===== src/rtl/sar_search_controller_if.sv =====
// Handshake and comparator bundle for sar_search_controller.
// The slave modport is the search engine. The master modport is the requester/comparator side.
interface sar_search_controller_if #(
  parameter int WIDTH = 4,
  parameter int STEPW = $clog2(WIDTH + 1)
);
  logic             start;
  logic             less;
  logic             greater;
  logic             equal;
  logic [WIDTH-1:0] probe;
  logic             busy;
  logic             done;
  logic [WIDTH-1:0] value;
  logic             exact;
  logic             err;
  logic [STEPW-1:0] steps;

  modport master (
    output start, less, greater, equal,
    input  probe, busy, done, value, exact, err, steps
  );

  modport slave (
    input  start, less, greater, equal,
    output probe, busy, done, value, exact, err, steps
  );
endinterface


===== src/rtl/sar_search_controller.sv =====
// MSB-first successive-approximation search.
// It drives a comparator's b operand and reads back less/greater/equal.
module sar_search_controller #(
  parameter int WIDTH = 4,
  parameter int STEPW = $clog2(WIDTH + 1)
) (
  input logic                    clk,
  input logic                    rst_n,
  sar_search_controller_if.slave bus
);
  localparam int IDXW = (WIDTH > 1) ? $clog2(WIDTH) : 1;
  localparam logic [WIDTH-1:0] ONE     = WIDTH'(1);
  localparam logic [IDXW-1:0]  IDX_TOP = IDXW'(WIDTH - 1);

  typedef enum logic [1:0] {IDLE, PROBE, DONE} state_t;

  state_t           state_q, state_d;
  logic [IDXW-1:0]  idx_q, idx_d;
  logic [WIDTH-1:0] acc_q, acc_d;
  logic [WIDTH-1:0] probe_q, probe_d;
  logic [WIDTH-1:0] value_q, value_d;
  logic             busy_q, busy_d;
  logic             done_q, done_d;
  logic             exact_q, exact_d;
  logic             err_q, err_d;
  logic [STEPW-1:0] steps_q, steps_d;
  logic [WIDTH-1:0] acc_next;
  logic [2:0]       resp;

  always_ff @(posedge clk) begin
    if (!rst_n) begin
      state_q <= IDLE;
      idx_q   <= IDX_TOP;
      acc_q   <= '0;
      probe_q <= '0;
      value_q <= '0;
      busy_q  <= 1'b0;
      done_q  <= 1'b0;
      exact_q <= 1'b0;
      err_q   <= 1'b0;
      steps_q <= '0;
    end else begin
      state_q <= state_d;
      idx_q   <= idx_d;
      acc_q   <= acc_d;
      probe_q <= probe_d;
      value_q <= value_d;
      busy_q  <= busy_d;
      done_q  <= done_d;
      exact_q <= exact_d;
      err_q   <= err_d;
      steps_q <= steps_d;
    end
  end

  // busy and done are computed one state ahead so both leave the block registered.
  always_comb begin
    state_d  = state_q;
    idx_d    = idx_q;
    acc_d    = acc_q;
    probe_d  = probe_q;
    value_d  = value_q;
    busy_d   = busy_q;
    done_d   = 1'b0;
    exact_d  = exact_q;
    err_d    = err_q;
    steps_d  = steps_q;
    acc_next = acc_q;
    resp     = {bus.less, bus.greater, bus.equal};

    case (state_q)
      IDLE: begin
        if (bus.start) begin
          acc_d   = '0;
          idx_d   = IDX_TOP;
          probe_d = ONE << (WIDTH - 1);
          steps_d = '0;
          exact_d = 1'b0;
          err_d   = 1'b0;
          busy_d  = 1'b1;
          state_d = PROBE;
        end
      end
      PROBE: begin
        steps_d = steps_q + STEPW'(1);
        case (resp)
          3'b001: begin
            value_d = probe_q;
            exact_d = 1'b1;
            busy_d  = 1'b0;
            done_d  = 1'b1;
            state_d = DONE;
          end
          3'b010, 3'b100: begin
            acc_next = resp[1] ? probe_q : acc_q;
            if (idx_q == '0) begin
              value_d = acc_next;
              busy_d  = 1'b0;
              done_d  = 1'b1;
              state_d = DONE;
            end else begin
              acc_d   = acc_next;
              idx_d   = idx_q - IDXW'(1);
              probe_d = acc_next | (ONE << (idx_q - IDXW'(1)));
            end
          end
          default: begin
            err_d   = 1'b1;
            value_d = acc_q;
            busy_d  = 1'b0;
            done_d  = 1'b1;
            state_d = DONE;
          end
        endcase
      end
      DONE: begin
        probe_d = '0;
        state_d = IDLE;
      end
      default: state_d = IDLE;
    endcase
  end

  assign bus.probe = probe_q;
  assign bus.busy  = busy_q;
  assign bus.done  = done_q;
  assign bus.value = value_q;
  assign bus.exact = exact_q;
  assign bus.err   = err_q;
  assign bus.steps = steps_q;
endmodule


===== src/flat_wrapper.sv =====
// flat-port wrapper written by rule: the top's interface ports become plain ports
module sar_search_controller_flat 
#(
  parameter int WIDTH = 4,
  parameter int STEPW = $clog2(WIDTH + 1)
)
  (clk, rst_n, bus_start, bus_less, bus_greater, bus_equal, bus_probe, bus_busy, bus_done, bus_value, bus_exact, bus_err, bus_steps);
  sar_search_controller_if #(.WIDTH(WIDTH), .STEPW(STEPW)) bus_i ();
  input logic clk;
  input logic rst_n;
  input wire logic [$bits(bus_i.start)-1:0] bus_start;
  input wire logic [$bits(bus_i.less)-1:0] bus_less;
  input wire logic [$bits(bus_i.greater)-1:0] bus_greater;
  input wire logic [$bits(bus_i.equal)-1:0] bus_equal;
  output wire logic [$bits(bus_i.probe)-1:0] bus_probe;
  output wire logic [$bits(bus_i.busy)-1:0] bus_busy;
  output wire logic [$bits(bus_i.done)-1:0] bus_done;
  output wire logic [$bits(bus_i.value)-1:0] bus_value;
  output wire logic [$bits(bus_i.exact)-1:0] bus_exact;
  output wire logic [$bits(bus_i.err)-1:0] bus_err;
  output wire logic [$bits(bus_i.steps)-1:0] bus_steps;
  assign bus_i.start = bus_start;
  assign bus_i.less = bus_less;
  assign bus_i.greater = bus_greater;
  assign bus_i.equal = bus_equal;
  assign bus_probe = bus_i.probe;
  assign bus_busy = bus_i.busy;
  assign bus_done = bus_i.done;
  assign bus_value = bus_i.value;
  assign bus_exact = bus_i.exact;
  assign bus_err = bus_i.err;
  assign bus_steps = bus_i.steps;
  sar_search_controller #(.WIDTH(WIDTH), .STEPW(STEPW)) u_core (.clk(clk), .rst_n(rst_n), .bus(bus_i));
endmodule

===== config.mk =====
export PLATFORM = sky130hd
export DESIGN_NAME = sar_search_controller_flat
export DESIGN_NICKNAME = d
export VERILOG_FILES = /design/src/rtl/sar_search_controller_if.sv /design/src/rtl/sar_search_controller.sv /design/src/flat_wrapper.sv
export SDC_FILE = /design/constraint.sdc
export NUM_CORES = 1
export LEC_CHECK = 0
export CORE_UTILIZATION = 45
export CTS_CLUSTER_DIAMETER = 60
export CTS_CLUSTER_SIZE = 16
export DETAILED_ROUTE_END_ITERATION = 8
export PLACE_DENSITY_LB_ADDON = 0.2
export SYNTH_ARGS = -nofsm -noshare
export SYNTH_HDL_FRONTEND = slang
export SYNTH_SLANG_ARGS = --single-unit

===== constraint.sdc =====
create_clock -name clk -period 2.6 [get_ports clk]
set_clock_uncertainty 0.1 [all_clocks]
set_input_delay 0.39 -clock clk [delete_from_list [all_inputs] [get_ports clk]]
set_output_delay 0.39 -clock clk [all_outputs]
set_load 0.03 [all_outputs]

==> impl_metrics.csv <==
group,metric,value,unit
setup_path,critPathCapture,"u_core.bus.probe[1]",
clock_network,cts.path.max_buffers,2,
grt,grt_max_degree,14,
setup_path,path_max_fanout,10,
finish,antennaDiodeCount,0,
power,power,0.000762,W
place,placed_cells,177,
timing,setup_tns,0,ns
detailed_routing,ant_nets,0,
synth,synthCells,129,
clock_network,cts.sinks,23,
worst_hold_path,hold_class,"reg -> reg",
floorplan,die_w,53.9,µm
synth,yosys-top-cells-area,"dfxtp_1 38%, ha_1 11%, mux2i_1 6.6%",
setup_path,slowest_stage,"or3_1",
grt,grt_pass1_vias,895,
grt,grt_overflow,0,
setup_path,worstSetupStartpointType,"register",
detailed_routing,drt-initial-drc-count,19,
clock_network,clkLatencyLatePin,0.31,ns
detailed_routing,drtPass1Iterations,4,
timing,fin_crit,2.13,ns
synth,synth_edf_count,0,
setup_path,crit-reg2reg-launch,"u_core.idx_q[0]",
synth,synth_area_leader_cell,"dfxtp_1",
outcome,outcome,"finished, final reports clean",
power,vdd_ir_drop_max,0.000457,V
clock_network,numCtsBuffers,3,
synth,ys.flop_type,"dfxtp_1",
finish,fin_nets,169,
grt,grt_pass1_wl,3.97,mm
synth,yosysWarnings,0,
timing,setup_slack,0.465,ns
synth,postSynthAreaPerCell,9.39,µm²
power,power.internal,0.000519,W
clock_network,cts_tree,"done",
timing,fmax,468,MHz
place,portBuffers,20,
clock_network,cts_resized,0,
setup_path,required,2.71,ns
synth,yosysSeqAreaShare,38.0,%
finish,drive_above_1_share,11.3,%
place,hpwl,1.85,mm
detailed_routing,drc_errors,0,
power,pwr-share-seq,51.1,%
clock_network,clk_pin_slew_worst_paths,0.13,ns
detailed_routing,vias_per_cell,5.52,
clock_network,clockRootBuffer,"clkbuf_4",
power,clock_power_share,21.7,%
power,p_switching,0.000243,W
timing,setup_viol,0,
power,power_density,517,nW/µm²
place,place_congestion,0.824,
timing,worstMarginPinSlew,0.556,ns
detailed_routing,wl_per_cell,13.3,µm
setup_path,cp_top_family,"simple AND/OR/NAND/NOR gates",
finish,layout.cells.non_filler,181,
timing,min_period_over_period,82.1,%
setup_path,arrival,2.24,ns
power,comb_power_share,27.2,%
grt,track_usage,19.5,%
timing,hold_ws,0.406,ns
clock_network,h-tree-depth,1,
floorplan,dieHeight,53.9,µm
clock_network,postCtsSetupBuffers,0,
floorplan,coreArea,2500,µm²
floorplan,start_util,48.4,%
setup_path,end_kind,"register",
synth,synth_cell_type_count,35,
power,swShare,31.9,%
setup_path,cp_cell_sequence,"inv_1, ha_1, nor2_1, a21oi_2, or3_1, mux2i_1",
floorplan,rows,18,
setup_path,worstRegToRegCells,6,
setup_path,cp_num_cells,6,
synth,synthArstFlopShare,0,%
detailed_routing,routed_wl,2.41,mm
setup_path,r2r_slack,0.47,ns
place,pre_cts_slack,0.279,ns
floorplan,ioPinCount,21,
setup_path,max_stage_delay,0.47,ns
setup_path,crit_start,"u_core.idx_q[0]",
timing,relSlewSlack,62.8,%
synth,netlist.area_leader.share,38.0,%
synth,synth_fp_nets,146,
power,p_leak,0.618,nW
detailed_routing,vias,999,
setup_path,r2r-end,"u_core.bus.probe[1]",
finish,syn_to_final_growth,21.8,%
floorplan,die_area,2900,µm²
grt,antenna_found_initial,0,
timing,hold_violations,0,
timing,rsz0062_at_grt,"no",
synth,syn-cell-area,1210,µm²
synth,synth_seq_cells,23,
clock_network,hold_buffers,0,
setup_path,path_buf_inv,1,
flow_run,drv_cap,0,
setup_path,critPathKind,"reg -> reg",
timing,final_max_slew_viol_count,0,
-- state kept, by name, indices dropped and copies added (netlist names) --
signal	flops
u_core.acc_q	4
u_core.bus.probe	4
u_core.bus.value	4
u_core.bus.steps	3
u_core.idx_q	2
u_core.state_q	2
u_core.bus.busy	1
u_core.bus.done	1
u_core.bus.err	1
u_core.bus.exact	1
-- routing by layer --
metal  wire (µm)  vias to the layer above  track usage (%)
met2        1180                       16             32.9
li1            -                      504                -
met3          94                        2             6.21
met4          20                        0             5.26
met1        1110                      477             23.5
met5           0                        -                0
-- per-stage QoR --
step / cell area (µm²) / utilization (%)
2_1_floorplan: 1210 / -
3_3_place_gp: 1450 / 57.9
3_5_place_dp: 1450 / 57.9
4_1_cts: 1480 / 59.0
5_1_grt: 1480 / 59.0
6_report: 1480 / 59.0
-- cell type report --
class	count	area, µm²
repair buffers	23	223
flip-flops and latches	23	460
clock buffers	3	22.5
clock inverters	1	5.00
well taps	30	37.5
fillers	228	1020
multi-input cells	96	708
inverters	5	18.8
-- cells in the final DEF (no fill, tap or decap), types with 2 or more instances in the layout --
cell / netlist / routed
nand2_1: 9 / 9
a21oi_1: 5 / 5
mux2_2: 5 / 5
mux2i_1: 8 / 8
a22o_1: 4 / 4
dfxtp_1: 23 / 23
nor2_1: 7 / 7
clkbuf_4: 0 / 3
a31oi_1: 3 / 3
nor2b_1: 4 / 4
and2_1: 3 / 3
and3_1: 5 / 5
clkdlybuf4s50_1: 0 / 20
buf_4: 1 / 3
ha_1: 11 / 11
o21ai_0: 13 / 13
inv_1: 5 / 5
nand4_1: 2 / 2
-- synthesized netlist by cell type (all sizes together), types with 2 or more instances --
library cell and count:
dfxtp 23, o21ai 13, ha 11, nand2 9, mux2i 8, nor2 7, a21oi 6, and3 5
inv 5, mux2 5, a22o 4, nor2b 4, a31oi 3, and2 3, clkbuf 3, buf 2
nand4 2, xor2 2
-- worst reg2reg max path, delay by kind of cell (launching register included) --
family,cells,cell delay (ns)
flip-flops,1,0.43
AO/OA/AOI/OAI,1,0.20
multiplexers,1,0.16
AND/OR/NAND/NOR,2,0.79
buffers and inverters,1,0.12
adder cells (fa/ha/maj),1,0.23
-- cell families after synthesis --
| kind of cell | count (synthesis) | share of synthesized area [%] |
|---|---|---|
| AO/OA/AOI/OAI | 34 | 18.3 |
| XOR/XNOR | 3 | 2.79 |
| flip-flops | 23 | 38.0 |
| buffers and inverters | 10 | 3.51 |
| multiplexers | 13 | 11.3 |
| AND/OR/NAND/NOR | 35 | 14.8 |
| adder cells (fa/ha/maj) | 11 | 11.4 |
-- power by group through the flow --
| stage | logic [W] | clock network, W | registers, W |
|---|---|---|---|
| 5_1_grt | 0.000226 | 0.000189 | 0.000393 |
| 3_3_place_gp | 0.000204 | 0 | 0.000397 |
| 2_1_floorplan | 0.000103 | 0 | 0.000431 |
| 6_report | 0.000207 | 0.000166 | 0.000389 |
| 4_1_cts | 0.000208 | 0.000174 | 0.000390 |
| 3_5_place_dp | 0.000206 | 0 | 0.000398 |
-- worst min path at each step --
stage	cells after the start	start	to
2_1_floorplan	1	u_core.acc_q[0]	u_core.acc_q[0]
3_3_place_gp	2	u_core.bus.exact	u_core.bus.exact
3_5_place_dp	2	u_core.bus.exact	u_core.bus.exact
4_1_cts	2	u_core.bus.exact	u_core.bus.exact
5_1_grt	1	u_core.acc_q[1]	u_core.acc_q[1]
6_report	2	u_core.bus.busy	u_core.bus.busy
No activity file was read; power rests on OpenSTA's default activity.
==> patch: new RTL, same settings <==
Encoding of `state_t`: now one-hot (3 bits for 3 states).
--- a/src/rtl/sar_search_controller.sv
+++ b/src/rtl/sar_search_controller.sv
@@ -14,3 +14,3 @@
 
-  typedef enum logic [1:0] {IDLE, PROBE, DONE} state_t;
+  typedef enum logic [2:0] {IDLE = 3'b001, PROBE = 3'b010, DONE = 3'b100} state_t;
 
Behaviour: same outputs for any inputs over 10 cycles, from zero or initial values and one cycle with rst_n low; not proved beyond that.
==> patch against the original RTL <==
Core utilization is 1.9 points higher. Critical path depth stayed put. Routed wire length is 3.3% lower. First-iteration DRC count stayed put. Sequential share of layout area is 3.4 points higher. Setup slack better by 0.018 ns. Synthesized area is 7.0% lower. Global-route usage is 1.0 points higher. Sequential cell count is 1 higher. Cell area is 6.0% lower. Largest cell class unchanged.
Power is not compared: it rests on default switching activity, and its combinational part moved more than twofold at a synthesized area within 25%.
==> patch: results (changes against the original RTL) <==
{
  "detailedPlacementHpwl": {"value": 1670, "unit": "µm", "change": "-9.4%"},
  "cts-buffers-inserted": {"value": 3, "change": "unchanged"},
  "whs_path_depth": {"value": 1, "change": "-1"},
  "synth_common_cells": "24 x dfxtp_1, 10 x nor2_1, 10 x o21ai_0, 9 x a21oi_1, 9 x nand2_1",
  "worstHoldEndpoint": "u_core.bus.exact",
  "synthTopCellsByArea": "dfxtp_1 43%, ha_1 5.6%, o21ai_0 4.4%",
  "clock_tree.htree_level_count": {"value": 1, "change": "unchanged"},
  "worst_margin_slew": {"value": 0.730, "unit": "ns", "change": "+0.174 ns"},
  "slowest_stage": "and3_1",
  "post_route_cells_drive_above_1_share": {"value": 7.64, "unit": "%", "change": "-3.6 points"},
  "grt_max_degree": {"value": 21, "change": "+7"},
  "yosysSeqAreaShare": {"value": 42.7, "unit": "%", "change": "+4.7 points"},
  "totalWireLength": {"value": 2330, "unit": "µm", "change": "-3.3%"},
  "status": "finished clean",
  "criticalPathCategory": "reg2reg",
  "design.final.nets": {"value": 156, "change": "-7.7%"},
  "portBuffers": {"value": 20, "change": "unchanged"},
  "total_global_routing_track_utilization": {"value": 20.5, "unit": "%", "change": "+1.0 points"},
  "clkSlewWorstSetupHoldPaths_ns": 0.14,
  "reg2reg_slack": {"value": 0.48, "unit": "ns", "change": "+0.02 ns"},
  "wl_met3": {"value": 131, "unit": "µm", "change": "+39%"},
  "grt_pass1_wl": {"value": 4030, "unit": "µm", "change": "+1.4%"},
  "m1WireLength": {"value": 1090, "unit": "µm", "change": "-1.6%"},
  "dpl_cell_area": {"value": 1330, "unit": "µm²", "change": "-7.9%"},
  "worst_hold_startpoint": "u_core.bus.exact",
  "critPathMaxStageDelay": {"value": 0.55, "unit": "ns", "change": "+0.08 ns"},
  "critical_path.max_fanout": {"value": 18, "change": "+8"},
  "clk-insertion-delay-late_ns": 0.32,
  "wl_met2": {"value": 1090, "unit": "µm", "change": "-8.1%"},
  "globalplace.congestion": {"value": 0.783, "change": "-5.0%"},
  "vias": {"value": 924, "change": "-7.5%"},
  "first_global_vias": {"value": 884, "change": "-1.2%"},
  "cts_max_path_buffers": {"value": 2, "change": "unchanged"},
  "postSynthNetCount": {"value": 135, "change": "-7.5%"}
}
## patch: changes by cell type after synthesis, sizes merged, moves of 3 or more
cell / change
o21ai: -3
ha: -6
and3: -4
nor2: +3
nand3: +4
mux2i: -4
mux2: -5
a22o: -4
o211ai: +3
a21oi: +3
## patch: kinds of logic (layout without fill, tap and decap cells)
| group | count (synthesis) | in the layout | share of synthesized area [%] |
|---|---|---|---|
| flip-flops | 24 | 24 | 42.7 |
| AND/OR/NAND/NOR | 43 | 43 | 21.4 |
| multiplexers | 4 | 4 | 3.56 |
| adder cells (fa/ha/maj) | 5 | 5 | 5.56 |
| XOR/XNOR | 3 | 3 | 3.00 |
| AO/OA/AOI/OAI | 32 | 32 | 17.7 |
| buffers and inverters | 13 | 33 | 6.11 |
## patch: final cells by class
cell class / count / area (µm²)
flip-flops and latches: 24 / 480
clock inverters: 1 / 30.0
well taps: 28 / 35.0
fillers: 203 / 890
clock buffers: 3 / 22.5
repair buffers: 22 / 215
inverters: 7 / 26.3
multi-input cells: 87 / 577
## patch: routing by layer
layer	global-route usage (%)	up-vias
met2	32.1	34
li1	-	474
met5	0	-
met3	5.56	2
met4	7.21	0
met1	26.9	414
## patch: per-stage QoR
| step | power, mW | util [%] | std cells | hold slack (ns) | setup slack (ns) |
|---|---|---|---|---|---|
| after floorplan | 0.442 | - | 124 | 0.351 | 1.04 |
| after global placement | 0.472 | 58.6 | 168 | 0.366 | 0.363 |
| after detailed placement | 0.474 | 58.6 | 168 | 0.377 | 0.265 |
| after CTS | 0.747 | 60.9 | 172 | 0.396 | 0.539 |
| after global routing | 0.772 | 60.9 | 172 | 0.417 | 0.268 |
| final | 0.741 | 60.9 | 172 | 0.400 | 0.484 |
## patch: worst max-delay path by stage
stage,endpoint,slack [ns],cells after the start
after global routing,u_core.bus.probe[1],0.27,6
after global placement,u_core.bus.probe[3],0.36,5
after CTS,u_core.bus.probe[1],0.54,6
after detailed placement,u_core.bus.probe[1],0.27,5
final,u_core.bus.probe[1],0.48,6
after floorplan,u_core.bus.probe[3],1.04,7
## patch: power by group through the flow
stage                     clock (mW)  sequential, mW  combinational [mW]
after floorplan                    0           0.401              0.0406
after global placement             0           0.391              0.0812
after detailed placement           0           0.391              0.0829
after global routing           0.297           0.384              0.0904
after CTS                      0.280           0.383              0.0834
final                          0.275           0.383              0.0831
## patch: worst max-delay path, delay by kind of cell (launching register included)
kind	cells	cell delay [ns]
AND/OR/NAND/NOR	2	0.73
AO/OA/AOI/OAI	2	0.47
flip-flops	1	0.43
adder cells (fa/ha/maj)	1	0.20
buffers and inverters	1	0.09
